File: config.mk
export PLATFORM = sky130hd
export DESIGN_NAME = gmem_stream_engine
export DESIGN_NICKNAME = d
export VERILOG_FILES = /design/src/rtl/gmem_stream_engine.sv
export SDC_FILE = /design/constraint.sdc
export NUM_CORES = 1
export LEC_CHECK = 0
export CAP_MARGIN = 10
export CORE_MARGIN = 2
export CORE_UTILIZATION = 45
export DETAILED_ROUTE_END_ITERATION = 10
export GPL_ROUTABILITY_DRIVEN = 0
export PLACE_DENSITY_LB_ADDON = 0.25
export SLEW_MARGIN = 10
export SYNTH_ARGS = -nofsm -noshare
export SYNTH_HDL_FRONTEND = slang
export SYNTH_SLANG_ARGS = --single-unit
File: constraint.sdc
create_clock -name clock -period 2.18 [get_ports clock]
set_input_delay 0.436 -clock clock [delete_from_list [all_inputs] [get_ports clock]]
set_output_delay 0.436 -clock clock [all_outputs]
set_load 0.005 [all_outputs]
File: src/rtl/gmem_stream_engine.sv
// Streams 4-word groups between global memory and rd/wr data streams.
// Define GMEM_STREAM_STATS_EN to add the stat_words transfer counter.
module gmem_stream_engine #(
    parameter int DATA_W = 16,
    parameter int ADDR_W = 4
) (
    input  logic              clock,
    input  logic              reset_n,
    input  logic              cmd_valid,
    output logic              cmd_ready,
    input  logic              cmd_write,
    input  logic [ADDR_W-1:0] cmd_addr,
    input  logic [2:0]        cmd_groups,
    output logic [DATA_W-1:0] rd_data,
    output logic              rd_valid,
    input  logic              rd_ready,
    input  logic [DATA_W-1:0] wr_data,
    input  logic              wr_valid,
    output logic              wr_ready,
    output logic              done,
    output logic [ADDR_W-1:0] gm_address,
    output logic              gm_we,
    output logic [DATA_W-1:0] gm_wd1,
    output logic [DATA_W-1:0] gm_wd2,
    output logic [DATA_W-1:0] gm_wd3,
    output logic [DATA_W-1:0] gm_wd4,
    input  logic [DATA_W-1:0] gm_rd1,
    input  logic [DATA_W-1:0] gm_rd2,
    input  logic [DATA_W-1:0] gm_rd3,
    input  logic [DATA_W-1:0] gm_rd4
`ifdef GMEM_STREAM_STATS_EN
    ,
    output logic [15:0]       stat_words
`endif
);

    typedef enum logic [2:0] {
        IDLE, RD_LATCH, RD_SEND, WR_COLLECT, WR_COMMIT, DONE
    } state_t;

    state_t            state;
    logic [ADDR_W-1:0] addr;
    logic [2:0]        left;
    logic [1:0]        idx;
    logic [DATA_W-1:0] wbuf [4];

    logic              rd_hs;
    logic              wr_hs;
    logic [ADDR_W-1:0] next_addr;

    assign rd_hs     = rd_valid && rd_ready;
    assign wr_hs     = wr_valid && wr_ready;
    assign next_addr = addr + ADDR_W'(4);

    assign rd_data = wbuf[idx];
    assign gm_wd1  = wbuf[0];
    assign gm_wd2  = wbuf[1];
    assign gm_wd3  = wbuf[2];
    assign gm_wd4  = wbuf[3];

    always_ff @(posedge clock or negedge reset_n) begin
        if (!reset_n) begin
            state      <= IDLE;
            addr       <= '0;
            left       <= '0;
            idx        <= '0;
            for (int i = 0; i < 4; i++) wbuf[i] <= '0;
            cmd_ready  <= 1'b1;
            rd_valid   <= 1'b0;
            wr_ready   <= 1'b0;
            done       <= 1'b0;
            gm_we      <= 1'b0;
            gm_address <= '0;
        end else begin
            unique case (state)
                IDLE: begin
                    if (cmd_valid) begin
                        addr       <= cmd_addr;
                        gm_address <= cmd_addr;
                        // left counts groups still to run after the current one
                        left       <= (cmd_groups == 3'd0) ? 3'd0 : cmd_groups - 3'd1;
                        idx        <= 2'd0;
                        cmd_ready  <= 1'b0;
                        if (cmd_write) begin
                            wr_ready <= 1'b1;
                            state    <= WR_COLLECT;
                        end else begin
                            state    <= RD_LATCH;
                        end
                    end
                end
                RD_LATCH: begin
                    wbuf[0]  <= gm_rd1;
                    wbuf[1]  <= gm_rd2;
                    wbuf[2]  <= gm_rd3;
                    wbuf[3]  <= gm_rd4;
                    rd_valid <= 1'b1;
                    state    <= RD_SEND;
                end
                RD_SEND: begin
                    if (rd_hs) begin
                        idx <= idx + 2'd1;
                        if (idx == 2'd3) begin
                            rd_valid <= 1'b0;
                            if (left != 3'd0) begin
                                left       <= left - 3'd1;
                                addr       <= next_addr;
                                gm_address <= next_addr;
                                state      <= RD_LATCH;
                            end else begin
                                done  <= 1'b1;
                                state <= DONE;
                            end
                        end
                    end
                end
                WR_COLLECT: begin
                    if (wr_hs) begin
                        wbuf[idx] <= wr_data;
                        idx       <= idx + 2'd1;
                        if (idx == 2'd3) begin
                            wr_ready <= 1'b0;
                            gm_we    <= 1'b1;
                            state    <= WR_COMMIT;
                        end
                    end
                end
                WR_COMMIT: begin
                    gm_we <= 1'b0;
                    if (left != 3'd0) begin
                        left       <= left - 3'd1;
                        addr       <= next_addr;
                        gm_address <= next_addr;
                        wr_ready   <= 1'b1;
                        state      <= WR_COLLECT;
                    end else begin
                        done  <= 1'b1;
                        state <= DONE;
                    end
                end
                DONE: begin
                    done      <= 1'b0;
                    cmd_ready <= 1'b1;
                    state     <= IDLE;
                end
                default: state <= IDLE;
            endcase
        end
    end

`ifdef GMEM_STREAM_STATS_EN
    always_ff @(posedge clock or negedge reset_n) begin
        if (!reset_n)
            stat_words <= 16'd0;
        else if (rd_hs || wr_hs)
            stat_words <= stat_words + 16'd1;
    end
`endif

endmodule

# After elaboration in Yosys (flattened, before gate mapping)

Cells that the tools add are included.

Register bits after elaboration: 85
Bits of input ports: 93
Output and inout bits: 89
Logic and storage cells: 110

Add/subtract/negate cells: 4
Magnitude comparators: 2
Eq/ne operators: 13
Muxes and demuxes: 53
Bitwise logic cells: 1
Reduce and logical (&&, ||, !) cells: 23

Operators with widths:

| operator                                                               | number |
|---|---|
| 64-bit one-hot mux with 2 select lines                                 | 1 |
| 64-bit bitwise mux                                                     | 1 |
| 64-bit 2-to-1 mux                                                      | 1 |
| 16-bit 2-to-1 mux                                                      | 3 |
| 3-bit 2-to-1 mux                                                       | 12 |
| 16-bit binary-select mux with 2-bit select                             | 1 |
| 16-bit demux with 2-bit select                                         | 1 |
| 4-bit 2-to-1 mux                                                       | 7 |
| 4-bit one-hot mux with 3 select lines                                  | 2 |
| 3-bit one-hot mux with 5 select lines                                  | 1 |
| 3-bit nonzero test                                                     | 5 |
| 2-bit != test (second input constant)                                  | 7 |
| 1-bit 2-to-1 mux                                                       | 12 |
| 3-bit one-hot mux with 3 select lines                                  | 1 |
| 3-bit AND reduction                                                    | 3 |
| 2-bit 2-to-1 mux                                                       | 4 |
| 4-bit AND reduction                                                    | 2 |
| 2-bit nonzero test                                                     | 4 |
| 3-bit by 2-bit equality test with 1-bit output (second input constant) | 2 |
| 3-bit equality test (second input constant)                            | 2 |
| 3-bit zero test                                                        | 2 |
| 1-bit one-hot mux with 2 select lines                                  | 3 |
| 1-bit one-hot mux with 3 select lines                                  | 2 |
| 2-bit one-hot mux with 3 select lines                                  | 1 |
| other kinds (12)                                                       | 16 |

# Longest topological paths before layout

Gate-level depths: netlist of the first run.

Word-level depth: 8
Depth in mapped cells: 8
Mapped depth without buffers: 6

# Least setup slack after synthesis of the first run

No wires, ideal clock.

Path type: reg2reg
Start: register idx[0]
End: register wbuf, in the netlist gm_wd3[10]
Setup time: 0.128 ns
Data arrival time: 1.756 ns
Data required time: 2.052 ns
Slack: 0.296 ns
Stages on the path, launching flop included: 8
Buffers on the path: 3
Path through: dfrtp_1 buf_2 buf_2 inv_1 ha_1 o21a_4 buf_8 a2bb2oi_2

Cells in the longest elaborated chain, start to end: 8
Elaborated cells on any way between the ends: 9
Classes of those cells: 2 x order compare; 5 x mux; 1 x bitwise; 1 x reduce/logical

Ends and longest elaborated chain:

| element                                                                                                                   | line | source |
|---|---|---|
| start, declared                                                                                                           | 44   | `logic [1:0] idx;` |
| start signal, assigned                                                                                                    | 102  | `idx <= idx + 2'd1;` |
| start signal, assigned                                                                                                    | 120  | `idx <= idx + 2'd1;` |
| 2-bit NOT with 3-bit output (implied by the code) *                                                                       | 119  | `wbuf[idx] <= wr_data;` |
| 3-bit >= comparator (implied by the code) / 3-bit by 1-bit less-than comparator with 1-bit output (equally long branches) | 119  |  |
| 1-bit logical AND (implied by the code)                                                                                   | 119  |  |
| 16-bit 2-to-1 mux (implied by the code)                                                                                   | 119  |  |
| 16-bit demux with 2-bit select *                                                                                          | 119  |  |
| 64-bit bitwise mux *                                                                                                      | 119  |  |
| 64-bit 2-to-1 mux *                                                                                                       | 118  | `if (wr_hs) begin` |
| 64-bit one-hot mux with 2 select lines *                                                                                  | 75   | `unique case (state)` |
| end signal, assigned by index                                                                                             | 119  |  |
| end, declared                                                                                                             | 45   | `logic [DATA_W-1:0] wbuf [4];` |

Mark *: on every way between the ends. The rest lies on a longest branch, timed or not. The select of a mux whose other input is x is not followed.
A chain may end at the register's enable or synchronous reset.

# Worst setup path after layout of the first run

Start: register idx[0]
End: output rd_data[3]

Cells in the longest elaborated chain, start to end: 4

Ends and longest elaborated chain:

| element                                              | line | source |
|---|---|---|
| 2-bit NOT with 3-bit output (implied by the code)    | 55   | `assign rd_data = wbuf[idx];` |
| 16-bit binary-select mux with 2-bit select           | 55   |  |
| 16-bit 2-to-1 mux (implied by the code) (2 in a row) | 55   |  |
| end, declared                                        | 14   | `output logic [DATA_W-1:0] rd_data,` |

No other way between the ends. The select of a mux whose other input is x is not followed.

==> flow_metrics.env, run 1 <==
export IMPL_fmax_ghz=0.468
export IMPL_synth_nets=481
export IMPL_tns_ns=0
export IMPL_io_pins=182
export IMPL_powerDensity_nw_per_um2=1470
export IMPL_cap_violations=0
export IMPL_max_vdd_ir_drop_mv=0.624
export IMPL_drive_gt1_frac=0.222
export IMPL_cp_cell_sequence="buf_6 -> buf_4 -> mux4_2 -> buf_2"
export IMPL_synth_area_per_cell_um2=12.5
export IMPL_grt_max_degree=52
export IMPL_criticalPathCategory="reg -> out"
export IMPL_syn_to_final_growth_pct=43.7
export IMPL_postRouteAntennaNets=0
export IMPL_firstDrtPassIters=5
export IMPL_die_w_um=107
export IMPL_insertion_delay_ns=0.35
export IMPL_port_buffers=181
export IMPL_critPathMaxStageDelay_ns=0.51
export IMPL_p_sw_mw=3.76
export IMPL_ctsHoldBuffers=0
export IMPL_synthFlopType="dfrtp_1"
export IMPL_fill_cells=819
export IMPL_yosysWarningCount=0
export IMPL_n_antenna_cell=0
export IMPL_seq_area_frac_synth=0.439
export IMPL_placementRows=37
export IMPL_worst_slew_pin_slew_ns=0.558
export IMPL_place_ws_ns=0.0307
export IMPL_async_reset_ff_frac=1.00
export IMPL_critPathSlowestCell="mux4_2"
export IMPL_num_nets_final=658
export IMPL_clockRootBuffer="clkbuf_8"
export IMPL_antenna_found_initial=0
export IMPL_fin_crit_sh=0.981
export IMPL_rsz0062_at_grt="true"
export IMPL_grt_overflow_total=0
export IMPL_worstPathRequired_ns=1.74
export IMPL_htreeDepth=3
export IMPL_place_area_um2=6580
export IMPL_internal_power_mw=6.22
export IMPL_setup_ws_ns=0.0410
export IMPL_netlist_area_um2=4730
export IMPL_ys_seq_elements=83
export IMPL_clk_pin_slew_ns=0.09
export IMPL_synth_edf_count=0
export IMPL_worst_setup_path_end_kind="output pin"
export IMPL_wire_per_inst_um=22.0
export IMPL_grt_pass1_wl_um=23600
export IMPL_slew_viol_final=0
export IMPL_numCtsBuffers=9
export IMPL_finalWirelength_um=15400
export IMPL_worstPathArrival_ns=1.70
export IMPL_p_leak_nw=2.66
export IMPL_num_vias=4287
export IMPL_status="complete, no violations"
export IMPL_route_detailed_drc=0
export IMPL_swShare=0.377
export IMPL_grtUsageTotal=0.269
export IMPL_first_iter_violations=250
export IMPL_synthCells=380
export IMPL_holdWs_ns=0.0567
export IMPL_min_path_type="in -> async"
export IMPL_initial_utilization=0.461
export IMPL_p_seq_frac=0.308
export IMPL_p_comb_frac=0.591
export IMPL_fp_dieH_um=107
export IMPL_coreArea_um2=10300
export IMPL_finalHoldViolations=0
export IMPL_cts_max_path_buffers=2
export IMPL_fin_area_um2=6800
export IMPL_setup_viol=0
export IMPL_dp_hpwl_um=10800
export IMPL_fin_total_pwr_mw=9.98
export IMPL_path_buf_inv=3
export IMPL_finClkSkew_ns=0.00997
export IMPL_cp_start_kind="flip-flop"
export IMPL_tritoncts="yes"
export IMPL_ys_types=46
export IMPL_final_min_clock_period_ns=2.14
export IMPL_cts_sinks=83
export IMPL_pwr_share_clk=0.102
export IMPL_dieArea_um2=11400
export IMPL_critPathTopFamily="multiplexers"
export IMPL_crit_fanout=5
export IMPL_grt_pass1_vias=4218
export IMPL_viasPerCell=6.14
export IMPL_slew_headroom=0.628
worst paths after layout:
| kind | startpoint | end | slack, ns | cells past startpoint |
|---|---|---|---|---|
| worst max register to register | state[0] | gm_wd2[11] | 0.13 | 4 |
| worst min-delay path | reset_n | gm_wd1[6] | 0.06 | 1 |
| max in group asynchronous | reset_n | gm_wd4[10] | 1.47 | 2 |
| worst min register to register | addr[1] | addr[1] | 0.52 | 1 |
| min in group clock | addr[1] | addr[1] | 0.52 | 1 |
| worst max-delay path | idx[0] | rd_data[3] | 0.04 | 4 |
cell usage in the layout, fill, tap and decap left out, types with 3 or more instances in the layout:
| master | netlist | layout |
|---|---|---|
| o21ai_0 | 10 | 10 |
| inv_1 | 10 | 10 |
| nand2_2 | 4 | 4 |
| buf_12 | 0 | 3 |
| a31oi_1 | 5 | 5 |
| nand2_1 | 8 | 8 |
| dfrtp_1 | 82 | 81 |
| mux2_2 | 3 | 3 |
| mux2i_1 | 6 | 6 |
| clkdlybuf4s50_1 | 0 | 164 |
| clkdlybuf4s15_1 | 0 | 3 |
| clkbuf_2 | 0 | 9 |
| mux4_2 | 16 | 16 |
| buf_4 | 13 | 15 |
| clkbuf_8 | 0 | 10 |
| o21a_4 | 4 | 4 |
| a2bb2oi_1 | 24 | 24 |
| nand3_1 | 5 | 5 |
| o22ai_1 | 64 | 64 |
| a21oi_1 | 13 | 13 |
| a2bb2oi_2 | 40 | 40 |
| buf_6 | 5 | 3 |
| nor2_1 | 11 | 11 |
| ha_1 | 8 | 8 |
power groups by stage:
stage	combinational, mW	clock (mW)	sequential (mW)
finish	5.89	1.02	3.07
global route	6.29	1.09	3.15
CTS	5.93	1.02	3.05
detailed placement	5.91	0	3.07
global placement	5.76	0	3.05
floorplan	3.47	0	2.87
final cells by class:
class,instances,area (µm²),area share
clock buffers,12,145,0.0213
well taps,136,170,0.0250
inverters,10,37.5,0.00552
repair buffers,203,1990,0.293
multi-input cells,250,2350,0.346
flip-flops and latches,83,2080,0.306
clock inverters,4,26.3,0.00386
cells in the mapped netlist (all sizes together), types with 4 or more instances:
| cell | instances | area, µm² |
|---|---|---|
| a2bb2oi | 64 | 811 |
| mux4 | 16 | 360 |
| nand3 | 5 | 25.0 |
| ha | 8 | 100 |
| o21ai | 11 | 55.1 |
| nand2 | 12 | 55.1 |
| o21a | 4 | 60.1 |
| buf | 35 | 268 |
| o22ai | 64 | 400 |
| a31oi | 5 | 31.3 |
| inv | 10 | 37.5 |
| a21oi | 14 | 73.8 |
| nor2 | 11 | 41.3 |
| dfrtp | 82 | 2050 |
| mux2i | 6 | 60.1 |
routing by layer:
| metal | vias to the layer above | global-route usage | share of wire |
|---|---|---|---|
| met5 | - | 0 | 0 |
| met4 | 0 | 0.0761 | 0.017 |
| li1 | 1870 | - | - |
| met3 | 24 | 0.0576 | 0.087 |
| met2 | 258 | 0.431 | 0.48 |
| met1 | 2135 | 0.371 | 0.42 |
repair_timing:
item,CTS,global route
setup endpoints to repair,16,15
gates resized for setup,32,20
setup buffers,7,1
cloned,1,0
flip-flops by register name, indices dropped and copies added, names as in the netlist:
register	flops
done	1
state	3
addr	3
gm_address	3
gm_we	1
idx	2
wr_ready	1
gm_wd3	16
gm_wd4	16
cmd_ready	1
gm_wd2	16
gm_wd1	16
left	3
rd_valid	1
per-stage QoR:
stage	instances	utilization
2_1_floorplan	380	-
3_3_place_gp	674	0.640
3_5_place_dp	674	0.640
4_1_cts	698	0.664
5_1_grt	698	0.662
6_report	698	0.662
kinds of logic after synthesis:
family	after synthesis	synth area share
simple gates	44	0.0513
flops	83	0.439
fa+ha+maj	8	0.0211
xor+xnor	1	0.00344
buf+inv	47	0.0661
compound gates	172	0.323
mux	25	0.0960
No activity file was read; power rests on OpenSTA's default activity.
==> inputs of run 2 (changes only) <==
- CORE_MARGIN: 2 -> 5
- CORE_UTILIZATION: 45 -> 46
- CTS_BUF_LIST: default -> sky130_fd_sc_hd__clkbuf_4
==> flow_metrics.env, run 2 (synthesized netlist as in run 1, its figures left out) <==
export IMPL_status="complete, but fails checks"
export IMPL_violations="negative setup slack"
export IMPL_finalHoldViolations=0
export IMPL_fmax_ghz=0.433
export IMPL_antenna_found_initial=0
export IMPL_final_cell_mix="clkdlybuf4s50_1, dfrtp_1, o22ai_1"
export IMPL_finClkSkew_ns=0.0170
export IMPL_slew_viol_final=0
export IMPL_place_area_um2=6610
export IMPL_worstPathArrival_ns=1.87
export IMPL_viasPerCell=6.06
export IMPL_m1WireLength_um=6520
export IMPL_setup_viol=16
export IMPL_layout_commonest_cell="clkdlybuf4s50_1"
export IMPL_critPathMaxStageDelay_ns=0.53
export IMPL_grt_overflow_total=0
export IMPL_cts_max_path_buffers=2
export IMPL_initial_utilization=0.465
export IMPL_wire_per_inst_um=22.8
export IMPL_worstPathRequired_ns=1.74
export IMPL_die_w_um=111
export IMPL_worst_slew_pin_slew_ns=0.519
export IMPL_tritoncts="yes"
export IMPL_cap_violations=0
export IMPL_reg2regPathDepth=8
export IMPL_grt_pass1_wl_um=25500
export IMPL_min_path_type="in -> async"
export IMPL_grt_pass1_vias=4465
export IMPL_cts_sinks=83
export IMPL_syn_to_final_growth_pct=46.3
export IMPL_path_buf_inv=3
export IMPL_grt_max_degree=64
export IMPL_firstDrtPassIters=5
export IMPL_numCtsBuffers=9
export IMPL_num_nets_final=668
export IMPL_criticalPathCategory="reg -> out"
export IMPL_critPathTopFamily="flip-flops"
export IMPL_insertion_delay_ns=0.45
export IMPL_fin_area_um2=6920
export IMPL_grtUsageTotal=0.259
export IMPL_clockRootBuffer="clkbuf_4"
export IMPL_drive_gt1_frac=0.250
export IMPL_cp_cell_sequence="buf_12 -> buf_4 -> mux4_2 -> buf_2"
export IMPL_port_buffers=181
export IMPL_clk_pin_slew_ns=0.15
export IMPL_p_leak_nw=2.73
export IMPL_num_vias=4289
export IMPL_r2r_slack_ns=0.08
export IMPL_postRouteAntennaNets=0
export IMPL_wl_met3_um=1260
export IMPL_worst_setup_path_end_kind="output pin"
export IMPL_crit_fanout=4
export IMPL_cp_start_kind="flip-flop"
export IMPL_fp_dieH_um=111
export IMPL_place_ws_ns=0.0842
export IMPL_placementRows=37
export IMPL_rsz0062_at_grt="true"
export IMPL_fin_crit_sh=1.06
export IMPL_final_min_clock_period_ns=2.31
export IMPL_routed_top_layer="met4"
export IMPL_critPathSlowestCell="dfrtp_2"
export IMPL_worstReg2RegEnd="gm_wd1[8]"
export IMPL_io_pins=182
export IMPL_n_antenna_cell=0
export IMPL_route_detailed_drc=0
export IMPL_coreArea_um2=10200
export IMPL_met2_length_um=7980
export IMPL_reg2reg_from="idx[0]"
export IMPL_dieArea_um2=12400
export IMPL_first_iter_violations=341
export IMPL_finalWirelength_um=16200
export IMPL_slew_headroom=0.654
export IMPL_dp_hpwl_um=11500
export IMPL_max_vdd_ir_drop_mv=0.652
export IMPL_htreeDepth=3
export IMPL_setup_ws_ns=-0.130
export IMPL_powerDensity_nw_per_um2=1470
-- run 2: report_power, final --
part / switching [mW] / internal (mW)
clock network: 0.564 / 0.256
logic: 2.55 / 3.72
registers: 0.790 / 2.27
-- run 2: stage by stage --
step / utilization / power [mW] / std cells / hold WS (ns) / setup TNS [ns]
6_report: 0.680 / 10.1 / 708 / 0.474 / -1.52
5_1_grt: 0.680 / 10.7 / 708 / 0.511 / -2.39
4_1_cts: 0.675 / 10.1 / 706 / 0.485 / -1.79
3_5_place_dp: 0.649 / 9.12 / 674 / 0.438 / 0
3_3_place_gp: 0.649 / 8.94 / 674 / 0.428 / 0
2_1_floorplan: - / 6.34 / 380 / 0.140 / 0
-- run 2: worst max path at each step --
| stage | from | cells after the start | endpoint |
|---|---|---|---|
| floorplan | idx[0] | 3 | rd_data[10] |
| global placement | wr_valid | 6 | gm_wd2[2] |
| global route | idx[0] | 4 | rd_data[0] |
| finish | idx[0] | 4 | rd_data[0] |
| CTS | idx[0] | 4 | rd_data[0] |
| detailed placement | wr_valid | 6 | gm_wd2[5] |
-- run 2: area by class of cell --
| cell class | instances | area (µm²) |
|---|---|---|
| inverter | 10 | 37.5 |
| tap | 136 | 170 |
| multi-input combinational | 250 | 2370 |
| fill | 777 | 3260 |
| clock buffer | 10 | 75.1 |
| timing repair buffer | 213 | 2140 |
| sequential | 83 | 2080 |
| clock inverter | 6 | 48.8 |
-- run 2: timing repair --
| action | CTS | global route |
|---|---|---|
| gates resized for setup | 78 | 7 |
| setup buffers | 13 | 2 |
| cloned | 2 | 0 |
| hold buffers | 1 | 0 |
| hold endpoints to repair | 36 | 0 |
| setup endpoints to repair | 16 | 30 |
| pin swaps | 0 | 1 |
-- run 2: metal layers --
metal / vias to the layer above / global-route usage
met4: 0 / 0.0843
met3: 29 / 0.0571
met5: - / 0
met1: 2121 / 0.336
met2: 253 / 0.434
li1: 1886 / -
